**src/rtl/pad_cfg_sequencer.sv**
```systemverilog
// pad_cfg_sequencer
//   Walks every user pad's configuration word out onto the pad control chain,
//   highest pad first and MSB first. It then pulses the chain load strobe and
//   turns on the per-pad high-voltage enables one at a time, with a fixed
//   stagger between pads. Power-good loss aborts the sequence and sets a
//   sticky error flag.
//
// Ports
//   wb_clk_i      in   sole clock, rising edge
//   wb_rst_i      in   synchronous active-high reset
//   start         in   single-cycle request; only honoured in IDLE with porb=1
//   porb          in   power good; low aborts any sequence in progress
//   cfg_idx       out  index of the pad whose word is requested
//   cfg_word      in   configuration word of pad cfg_idx (combinational lookup)
//   busy          out  sequence in progress
//   done          out  one-cycle pulse after a successful sequence
//   err           out  sticky abort flag, cleared by the next accepted start
//   serial_clock  out  chain shift clock
//   serial_load   out  chain load strobe
//   serial_data   out  chain shift data
//   pad_enh       out  per-pad high-voltage enable, bit k = pad k
module pad_cfg_sequencer #(
  parameter int unsigned NUM_PADS    = 38,
  parameter int unsigned CFG_BITS    = 13,
  parameter int unsigned CLK_DIV     = 2,
  parameter int unsigned ENH_STAGGER = 4,
  localparam int unsigned IDX_W      = (NUM_PADS > 1) ? $clog2(NUM_PADS) : 1
) (
  input  logic                wb_clk_i,
  input  logic                wb_rst_i,
  input  logic                start,
  input  logic                porb,
  output logic [IDX_W-1:0]    cfg_idx,
  input  logic [CFG_BITS-1:0] cfg_word,
  output logic                busy,
  output logic                done,
  output logic                err,
  output logic                serial_clock,
  output logic                serial_load,
  output logic                serial_data,
  output logic [NUM_PADS-1:0] pad_enh
);

  // Counter widths cover the largest legal parameter values.
  localparam logic [7:0]       DIV_LAST = 8'(CLK_DIV - 1);
  localparam logic [5:0]       BIT_LAST = 6'(CFG_BITS - 1);
  localparam logic [7:0]       STG_LAST = 8'(ENH_STAGGER - 1);
  localparam logic [6:0]       ENP_LAST = 7'(NUM_PADS - 1);
  localparam logic [IDX_W-1:0] IDX_INIT = IDX_W'(NUM_PADS - 1);

  typedef enum logic [2:0] {
    S_IDLE,
    S_FETCH,
    S_SHIFT,
    S_LOAD,
    S_ENABLE
  } state_t;

  state_t r_state;
  state_t w_next;

  logic [IDX_W-1:0]    r_idx;
  logic [CFG_BITS-1:0] r_shreg;
  logic [7:0]          r_div;    // cycles spent in the current half-period
  logic                r_phase;  // 0: serial_clock low half, 1: high half
  logic [5:0]          r_bit;    // bit position within the current word
  logic [7:0]          r_stg;    // cycles since the last pad enable
  logic [6:0]          r_enp;    // next pad to enable
  logic                r_done;
  logic                r_err;
  logic [NUM_PADS-1:0] r_pad_enh;

  logic                w_abort;
  logic                w_accept;
  logic                w_div_end;
  logic                w_bit_end;
  logic                w_word_end;
  logic                w_enh_tick;
  logic                w_enh_last;
  logic [NUM_PADS-1:0] w_enh_bit;

  assign w_abort    = !porb && (r_state != S_IDLE);
  assign w_accept   = (r_state == S_IDLE) && start && porb;
  assign w_div_end  = (r_div == DIV_LAST);
  assign w_bit_end  = w_div_end && r_phase;
  assign w_word_end = w_bit_end && (r_bit == BIT_LAST);
  assign w_enh_tick = (r_stg == STG_LAST);
  assign w_enh_last = w_enh_tick && (r_enp == ENP_LAST);
  assign w_enh_bit  = NUM_PADS'(1) << r_enp;

  // State register
  always_ff @(posedge wb_clk_i) begin
    if (wb_rst_i) begin
      r_state <= S_IDLE;
    end else begin
      r_state <= w_next;
    end
  end

  // Next-state logic; power-good loss overrides every transition.
  always_comb begin
    w_next = r_state;
    if (w_abort) begin
      w_next = S_IDLE;
    end else begin
      case (r_state)
        S_IDLE:   if (w_accept) w_next = S_FETCH;
        S_FETCH:  w_next = S_SHIFT;
        S_SHIFT:  if (w_word_end) w_next = (r_idx == '0) ? S_LOAD : S_FETCH;
        S_LOAD:   if (w_div_end) w_next = S_ENABLE;
        S_ENABLE: if (w_enh_last) w_next = S_IDLE;
        default:  w_next = S_IDLE;
      endcase
    end
  end

  // Output decode: serial lines are gated by state so they read 0 in the
  // cycle right after an abort without needing their own clear.
  always_comb begin
    busy         = 1'b0;
    serial_clock = 1'b0;
    serial_data  = 1'b0;
    serial_load  = 1'b0;
    case (r_state)
      S_FETCH:  busy = 1'b1;
      S_SHIFT: begin
        busy         = 1'b1;
        serial_clock = r_phase;
        serial_data  = r_shreg[CFG_BITS-1];
      end
      S_LOAD: begin
        busy        = 1'b1;
        serial_load = 1'b1;
      end
      S_ENABLE: busy = 1'b1;
      default: ;
    endcase
  end

  // Datapath: word fetch, bit timing, pad index, enables and flags
  always_ff @(posedge wb_clk_i) begin
    if (wb_rst_i) begin
      r_idx     <= '0;
      r_shreg   <= '0;
      r_div     <= '0;
      r_phase   <= 1'b0;
      r_bit     <= '0;
      r_stg     <= '0;
      r_enp     <= '0;
      r_done    <= 1'b0;
      r_err     <= 1'b0;
      r_pad_enh <= '0;
    end else begin
      r_done <= 1'b0;
      if (w_abort) begin
        r_err     <= 1'b1;
        r_pad_enh <= '0;
        r_div     <= '0;
        r_phase   <= 1'b0;
        r_bit     <= '0;
        r_stg     <= '0;
        r_enp     <= '0;
      end else begin
        case (r_state)
          S_IDLE: begin
            if (!porb) begin
              r_pad_enh <= '0;
            end else if (start) begin
              r_pad_enh <= '0;
              r_err     <= 1'b0;
              r_idx     <= IDX_INIT;
            end
          end
          S_FETCH: begin
            r_shreg <= cfg_word;
            r_div   <= '0;
            r_phase <= 1'b0;
            r_bit   <= '0;
          end
          S_SHIFT: begin
            if (w_div_end) begin
              r_div   <= '0;
              r_phase <= !r_phase;
              // A bit ends after its high half; advance to the next bit then.
              if (r_phase) begin
                r_shreg <= r_shreg << 1;
                if (r_bit == BIT_LAST) begin
                  r_bit <= '0;
                  if (r_idx != '0) r_idx <= r_idx - 1'b1;
                end else begin
                  r_bit <= r_bit + 1'b1;
                end
              end
            end else begin
              r_div <= r_div + 1'b1;
            end
          end
          S_LOAD: begin
            if (w_div_end) begin
              r_div <= '0;
              r_stg <= '0;
              r_enp <= '0;
            end else begin
              r_div <= r_div + 1'b1;
            end
          end
          S_ENABLE: begin
            if (w_enh_tick) begin
              r_stg     <= '0;
              r_pad_enh <= r_pad_enh | w_enh_bit;
              if (r_enp == ENP_LAST) begin
                r_enp  <= '0;
                r_done <= 1'b1;
              end else begin
                r_enp <= r_enp + 1'b1;
              end
            end else begin
              r_stg <= r_stg + 1'b1;
            end
          end
          default: ;
        endcase
      end
    end
  end

  assign cfg_idx = r_idx;
  assign done    = r_done;
  assign err     = r_err;
  assign pad_enh = r_pad_enh;

endmodule
```
**config.mk**
```make
export PLATFORM = sky130hd
export DESIGN_NAME = pad_cfg_sequencer
export DESIGN_NICKNAME = d
export VERILOG_FILES = /design/src/rtl/pad_cfg_sequencer.sv
export SDC_FILE = /design/constraint.sdc
export NUM_CORES = 1
export LEC_CHECK = 0
export CAP_MARGIN = 20
export CORE_MARGIN = 4
export CORE_UTILIZATION = 40
export CTS_CLUSTER_DIAMETER = 100
export CTS_CLUSTER_SIZE = 12
export DETAILED_ROUTE_END_ITERATION = 8
export PLACE_DENSITY = 0.66
export RECOVER_POWER = 100
export REMOVE_ABC_BUFFERS = 1
export SYNTH_ARGS = -nofsm -noshare
export SYNTH_HDL_FRONTEND = slang
export SYNTH_SLANG_ARGS = --single-unit
```
**constraint.sdc**
```tcl
create_clock -name wb_clk_i -period 3.3 [get_ports wb_clk_i]
set_input_delay 0.66 -clock wb_clk_i [delete_from_list [all_inputs] [get_ports wb_clk_i]]
set_output_delay 0.66 -clock wb_clk_i [all_outputs]
set_load 0.01 [all_outputs]
```
==> summary.md, run 1 <==
| Metric | Value |
|---|---|
| Tot GR Track Use | 0.167 |
| Ys async rst share | 0 |
| Slowest-stage cell, CP | dfxtp_1 |
| Largest family of logic cells by synthesized area | simple AND/OR/NAND/NOR gates |
| Post-cts resize count | 0 |
| FP Rows | 37 |
| Fin Setup TNS | 0 ns |
| Worst clock skew | 0.0140 ns |
| Flip-flop and latch count after synthesis | 92 |
| Final setup viols | 0 |
| Placed cells | a little under 700 |
| Post-route ant nets | 0 |
| Initial Utilization | 0.415 |
| Post-Place Setup Slack | about 0.24 ns |
| Worst-case clock buffer depth | 2 |
| Via count | between 3000 and 4000 |
| Tmin final | 2.92 ns |
| Slew margin rel. | 0.347 |
| CTS clk-pin slew, worst paths | 0.10 ns |
| Total grt overflow | 0 |
| Nets | 590 |
| Worst VDD drop | 0.244 mV |
| Cell Count, Final, Fillers Out | 699 |
| Most common cell after layout, fill and taps aside | dfxtp_1 |
| Final HPWL DP | 7.47 mm |
| CTS tree | done |
| Hold Fails Final Rpt | 0 |
| Global-route wire length before repair | 17.6 mm |
| Root Buffer | clkbuf_8 |
| Mapped Avg Cell Area | 8.67 µm² |
| Net Sw Power | about 0.74 mW |
| Worst setup path startpoint | r_state[1] |
| Data arrival, critical path | between 2 and 2.5 ns |
| CP peak stage delay | 0.64 ns |
| Simple-Gate Fraction of Synth Area | 0.252 |
| Share of cells above drive strength 1 | 0.0710 |
| Fmax | between 300 and 400 MHz |
| Worst R2R End | cfg_idx[3] |
| Vias per cell | about 5.5 |
| Die X | 112 µm |
| Number of enable flip-flop cells after synthesis | 0 |
| Leak | between 1.5 and 2 nW |
| Max-slew violation count | 0 |
| Critical path class | reg -> out |
| Fraction of the mapped netlist area in adder cells | 0.0434 |
| Sw Ratio | 0.307 |
| CP Launch Type | flip-flop |
| Crit path max fanout | 13 |
| Number of global-route vias before repair | about 3600 |
| Top_reg_cell synth | dfxtp_1 |
| # port buffers | 66 |
| Post-synthesis mux area share | 0.00231 |
| CTS sink count | 92 |
| Hold-fix buffers, CTS | 0 |
| Synth Area in Compound Gates | 0.216 |
| Io pins | 67 |
| Clock network fraction of total power | 0.338 |
| Reg2reg start | r_state[1] |
| Crit-path cells | nor3b_2 > and2_0 > clkdlybuf4s50_1 |
| Comb pwr share | 0.169 |
| DRT Pass-1 Iters | 4 |
| RSZ-0062 raised after global routing | no |
| Unique masters post-synth | between 60 and 70 |
| Seq/Total Area, Yosys | 0.426 |
| Multi-input logic area | 2240 µm² |
| Critical path required time | 2.64 ns |
| R2R depth | 8 |
| Total CTS buffers | 9 |
| Post-CTS Setup Inserts | 0 |
| Initial antenna violation count | 0 |
| Final wirelength | 10.8 mm |
| Post-Syn Area | approximately 4300 µm² |
| Worst skew pair latency | 0.37 ns |
| Per-cell routed wire length | 15.5 µm |
| Post-synthesis xor/xnor area fraction | 0.0142 |
| Antenna diodes | 0 |
| Largest net degree at the start of global routing | 34 |
| Height of the die | 112 µm |
| Mapped Cells | 499 |
| Final-layout fill cell count | approximately 990 |
| Die area | 12500 µm² |
| Placeable Area | 10400 µm² |
| Fin crit share | 0.884 |
| Status | finished, final reports clean |
| Max Cap Viol | 0 |
| Pint | 1.68 mW |
| Worst slew pin tran | 0.979 ns |
| Initial DRC count | 227 |
| Most frequent cells in the layout | dfxtp_1 (92), nor2_1 (84), dlygate4sd3_1 (48) |
| Reg2Reg Setup Slack | 0.47 ns |
| Worst hold path class | reg -> reg |
| H-tree Lvls | 3 |
| Worst Setup EP | serial_clock |
| CP endpoint kind | primary output |
| Gpl congestion | 0.830 |
| DRC viols | 0 |
| Worst setup margin | ~0.38 ns |
| Power density cells | 462 nW/µm² |
| Sequential power share | 0.494 |
| YS warnings | 0 |
| Area growth, synth to finish | 21.2% |
| FF+latch area | 1840 µm² |
cells in the mapped netlist, drive strengths merged (6+ instances only):
cell / count / area (µm²)
buf: 8 / 72.6
ha: 15 / 188
nand3: 13 / 77.6
a21oi: 29 / 145
a31oi: 39 / 244
nor3b: 10 / 108
and3: 6 / 37.5
or3: 7 / 43.8
dfxtp: 92 / 1840
clkbuf: 18 / 67.6
a311oi: 12 / 105
inv: 17 / 63.8
xnor2: 7 / 61.3
o21ai: 19 / 95.1
nor3: 15 / 85.1
nand2: 42 / 158
nor2: 86 / 338
layer usage:
metal  part of all wire  GRT usage  vias up
li1                   -          -     1922
met1               0.46      0.216     1809
met2               0.45      0.267      123
met3              0.080     0.0533       10
met4             0.0090     0.0497        0
met5                  0          0        -
stage by stage:
stage	hold slack [ns]	power, mW	instance area [µm²]	util
6_report	0.468	2.42	5240	0.503
5_1_grt	0.494	2.54	5240	0.503
4_1_cts	0.478	2.46	5290	0.508
3_5_place_dp	0.457	1.64	5080	0.487
3_3_place_gp	0.437	1.63	5080	0.487
2_1_floorplan	0.444	1.49	4190	-
flip-flops by register name, indices dropped and copies added, names as in the netlist:
name,flops
err,1
r_state,3
r_bit,6
r_div,8
pad_enh,38
done,1
cfg_idx,6
r_enp,7
r_shreg,13
r_phase,1
r_stg,8
power by group through the flow:
stage	sequential, mW	clock (mW)	combinational [mW]
after floorplan	1.22	0	0.270
final	1.20	0.817	0.409
after detailed placement	1.22	0	0.422
after CTS	1.20	0.840	0.425
after global routing	1.20	0.890	0.451
after global placement	1.22	0	0.413
worst min path at each step:
stage	to	startpoint	depth (start not counted)
after global placement	pad_enh[37]	pad_enh[37]	2
after global routing	pad_enh[1]	pad_enh[1]	2
final	pad_enh[37]	pad_enh[37]	2
after detailed placement	pad_enh[4]	pad_enh[4]	2
after floorplan	r_shreg[0]	r_shreg[0]	2
after CTS	pad_enh[15]	pad_enh[15]	2
cell type report:
| class | instances | area share |
|---|---|---|
| multi-input cells | 364 | 0.427 |
| well taps | 136 | 0.0325 |
| clock inverters | 7 | 0.0169 |
| inverters | 17 | 0.0122 |
| repair buffers | 74 | 0.136 |
| clock buffers | 9 | 0.0236 |
| flip-flops and latches | 92 | 0.351 |
critical path, delay by kind of cell, from the launching register on:
family / cells / cell delay (ns)
DFF: 1 / 0.64
and+or+nand+nor: 2 / 0.70
buffers and inverters: 1 / 0.56
cells by family (layout without fill, tap and decap cells):
logic type	after synthesis	in the layout
mux	1	1
compound gates	133	133
fa+ha+maj	15	15
xor+xnor	7	7
flops	92	92
buf+inv	43	107
simple gates	208	208
Note: power is estimated with default switching activity, not from simulation.
==> run 2, diff against run 1 <==
clock period = 3.55 ns   (was 3.3 ns; I/O delays follow)
==> summary.md, run 2 (same netlist as run 1, synthesis figures left out) <==
| Metric | Value |
|---|---|
| Critical path required time | 3.84 ns (+1.20 ns) |
| Die X | 112 µm (unchanged) |
| Status | complete, but fails checks |
| Per-cell routed wire length | 15.2 µm (-2.0%) |
| Most common cell after layout, fill and taps aside | dfxtp_1 |
| RSZ-0062 raised after global routing | no |
| Reg2reg start | r_div[0] |
| Buf+Inv Stages, Crit Path | 0 (-1) |
| Final setup viols | 0 (unchanged) |
| Crit path max fanout | 11 (-2) |
| Gpl congestion | 0.855 (+3.0%) |
| Total grt overflow | 0 (unchanged) |
| Worst-case clock buffer depth | 2 (unchanged) |
| R2R depth | 6 (-2) |
| Post-CTS Setup Inserts | 0 (unchanged) |
| CTS tree | done |
| Worst R2R End | cfg_idx[4] |
| Worst slew pin tran | 1.62 ns (+0.638 ns) |
| Worst Setup EP | cfg_idx[4] |
| Max Cap Viol | 1 (+1) |
| Leak | 1.92 nW (-2.0%) |
| Final wirelength | 10.6 mm (-2.4%) |
| Data arrival, critical path | 3.32 ns (+1.06 ns) |
| Initial Utilization | 0.415 (unchanged) |
| Worst VDD drop | 0.187 mV (-23%) |
| Critical path class | reg -> reg |
| FP Rows | 37 (unchanged) |
| Final hold slack | 0.464 ns (-0.00387 ns) |
| Worst hold path class | reg -> reg |
| H-tree Lvls | 3 (unchanged) |
| Slowest-stage cell, CP | nor4b_1 |
| Worst path depth | 6 (+3) |
| Delay-heaviest family, CP | simple AND/OR/NAND/NOR gates |
| Post-Place Setup Slack | 0.455 ns (+0.213 ns) |
| Die area | 12500 µm² (unchanged) |
| Hold-fix buffers, CTS | 0 (unchanged) |
| CP Launch Type | flip-flop |
| Power density cells | 417 nW/µm² (-9.6%) |
| Area growth, synth to finish | 20.2% |
| Root Buffer | clkbuf_8 |
| Initial DRC count | 245 (+7.9%) |
| Worst setup margin | 0.522 ns (+0.139 ns) |
| Share of cells above drive strength 1 | 0.0643 (-0.00676) |
| # port buffers | 66 (unchanged) |
| Global-route wire length before repair | 18.0 mm (+2.1%) |
| Reg2Reg Setup Slack | 0.52 ns (+0.05 ns) |
| Number of flip-flops in the largest register | 38 (unchanged) |
| Post-route ant nets | 0 (unchanged) |
| CP endpoint kind | flip-flop |
| Tot GR Track Use | 0.168 (+0.000943) |
| Vias per cell | 5.54 (+0.25%) |
| Crit-path cells | ha_1 > nor4b_1 > and2_0 > a2bb2oi_1 > or4_1 > a21oi_1 |
| Largest net degree at the start of global routing | 34 (unchanged) |
| Number of global-route vias before repair | 3714 (+2.1%) |
| Io pins | 67 (unchanged) |
| CP peak stage delay | 0.93 ns (+0.29 ns) |
| Fmax | 330 MHz |
| Antenna diodes | 0 (unchanged) |
| CTS clk-pin slew, worst paths | 0.09 ns (about the same) |
| Via count | 3857 (-0.18%) |
| Util after Layout | 0.499 (-0.00432) |
| Hold Fails Final Rpt | 0 (unchanged) |
| Max-slew violation count | 27 (+27) |
| Height of the die | 112 µm (unchanged) |
| Final HPWL DP | 7.31 mm (-2.1%) |
| Most frequent cells in the layout | dfxtp_1 (92), nor2_1 (84), dlygate4sd3_1 (49) |
| Fin Setup TNS | 0 ns (unchanged) |
| Placeable Area | 10400 µm² (unchanged) |
| Total CTS buffers | 9 (unchanged) |
| Tmin final | 3.03 ns |
| Nets | 587 (-0.51%) |
| Worst clock skew | 0.0100 ns (-0.00400 ns) |
| Violations in the final reports | capacitance limit, slew limit |
| Post-cts resize count | 0 (unchanged) |
| Worst skew pair latency | 0.36 ns (about the same) |
| CTS sink count | 92 (unchanged) |
| Slew margin rel. | -0.0784 (-0.425) |
| Fin crit share | 0.853 |
| Worst setup path startpoint | r_div[0] |
| DRC viols | 0 (unchanged) |
| DRT Pass-1 Iters | 5 (+1) |
| Initial antenna violation count | 0 (unchanged) |
==> run 2: changes by cell type in the layout (fill, tap and decap cells not counted), sizes merged <==
cell           before  now
clkdlybuf4s50      18   17
bufinv              1    0
clkbuf             11   13
dlygate4sd3        48   49
clkinvlp            1    2
inv                22   21
buf                 6    2
==> run 2: cell type report <==
class / count / area [µm²]
flip-flops and latches: 92 / 1840
inverters: 17 / 63.8
clock buffers: 10 / 138
multi-input cells: 364 / 2240
fillers: 999 / 5220
repair buffers: 71 / 688
well taps: 136 / 170
clock inverters: 6 / 52.6
==> run 2: power by group <==
part | internal (mW) | switching (mW)
Combinational | 0.140 | 0.231
Clock | 0.286 | 0.401
Sequential | 1.07 | 0.0409
Total | 1.50 | 0.673
==> run 2: per-layer routing <==
layer | vias up | GRT usage | share of wire
met3 | 10 | 0.0614 | 0.070
met5 | - | 0 | 0
met4 | 0 | 0.0377 | 0.0081
li1 | 1917 | - | -
met2 | 101 | 0.267 | 0.45
met1 | 1829 | 0.219 | 0.47
==> run 2: worst min path at each step <==
stage	start	end	slack [ns]	depth (start not counted)
6_report	pad_enh[37]	pad_enh[37]	0.46	2
2_1_floorplan	r_shreg[0]	r_shreg[0]	0.44	2
3_3_place_gp	pad_enh[37]	pad_enh[37]	0.44	2
3_5_place_dp	pad_enh[37]	pad_enh[37]	0.44	2
5_1_grt	pad_enh[18]	pad_enh[18]	0.50	2
4_1_cts	pad_enh[37]	pad_enh[37]	0.47	2
==> run 2: through the flow <==
step                      total power, mW  cells  area, µm²
after global routing                 2.29    696       5200
after floorplan                      1.38    473       4190
after detailed placement             1.52    680       5050
after CTS                            2.21    696       5250
after global placement               1.51    680       5050
final                                2.17    696       5200
==> run 2: worst min-delay path: stages (launching register included) <==
cell	delay, ns
dfxtp_1	0.33
inv_1	0.05
a21oi_1	0.05
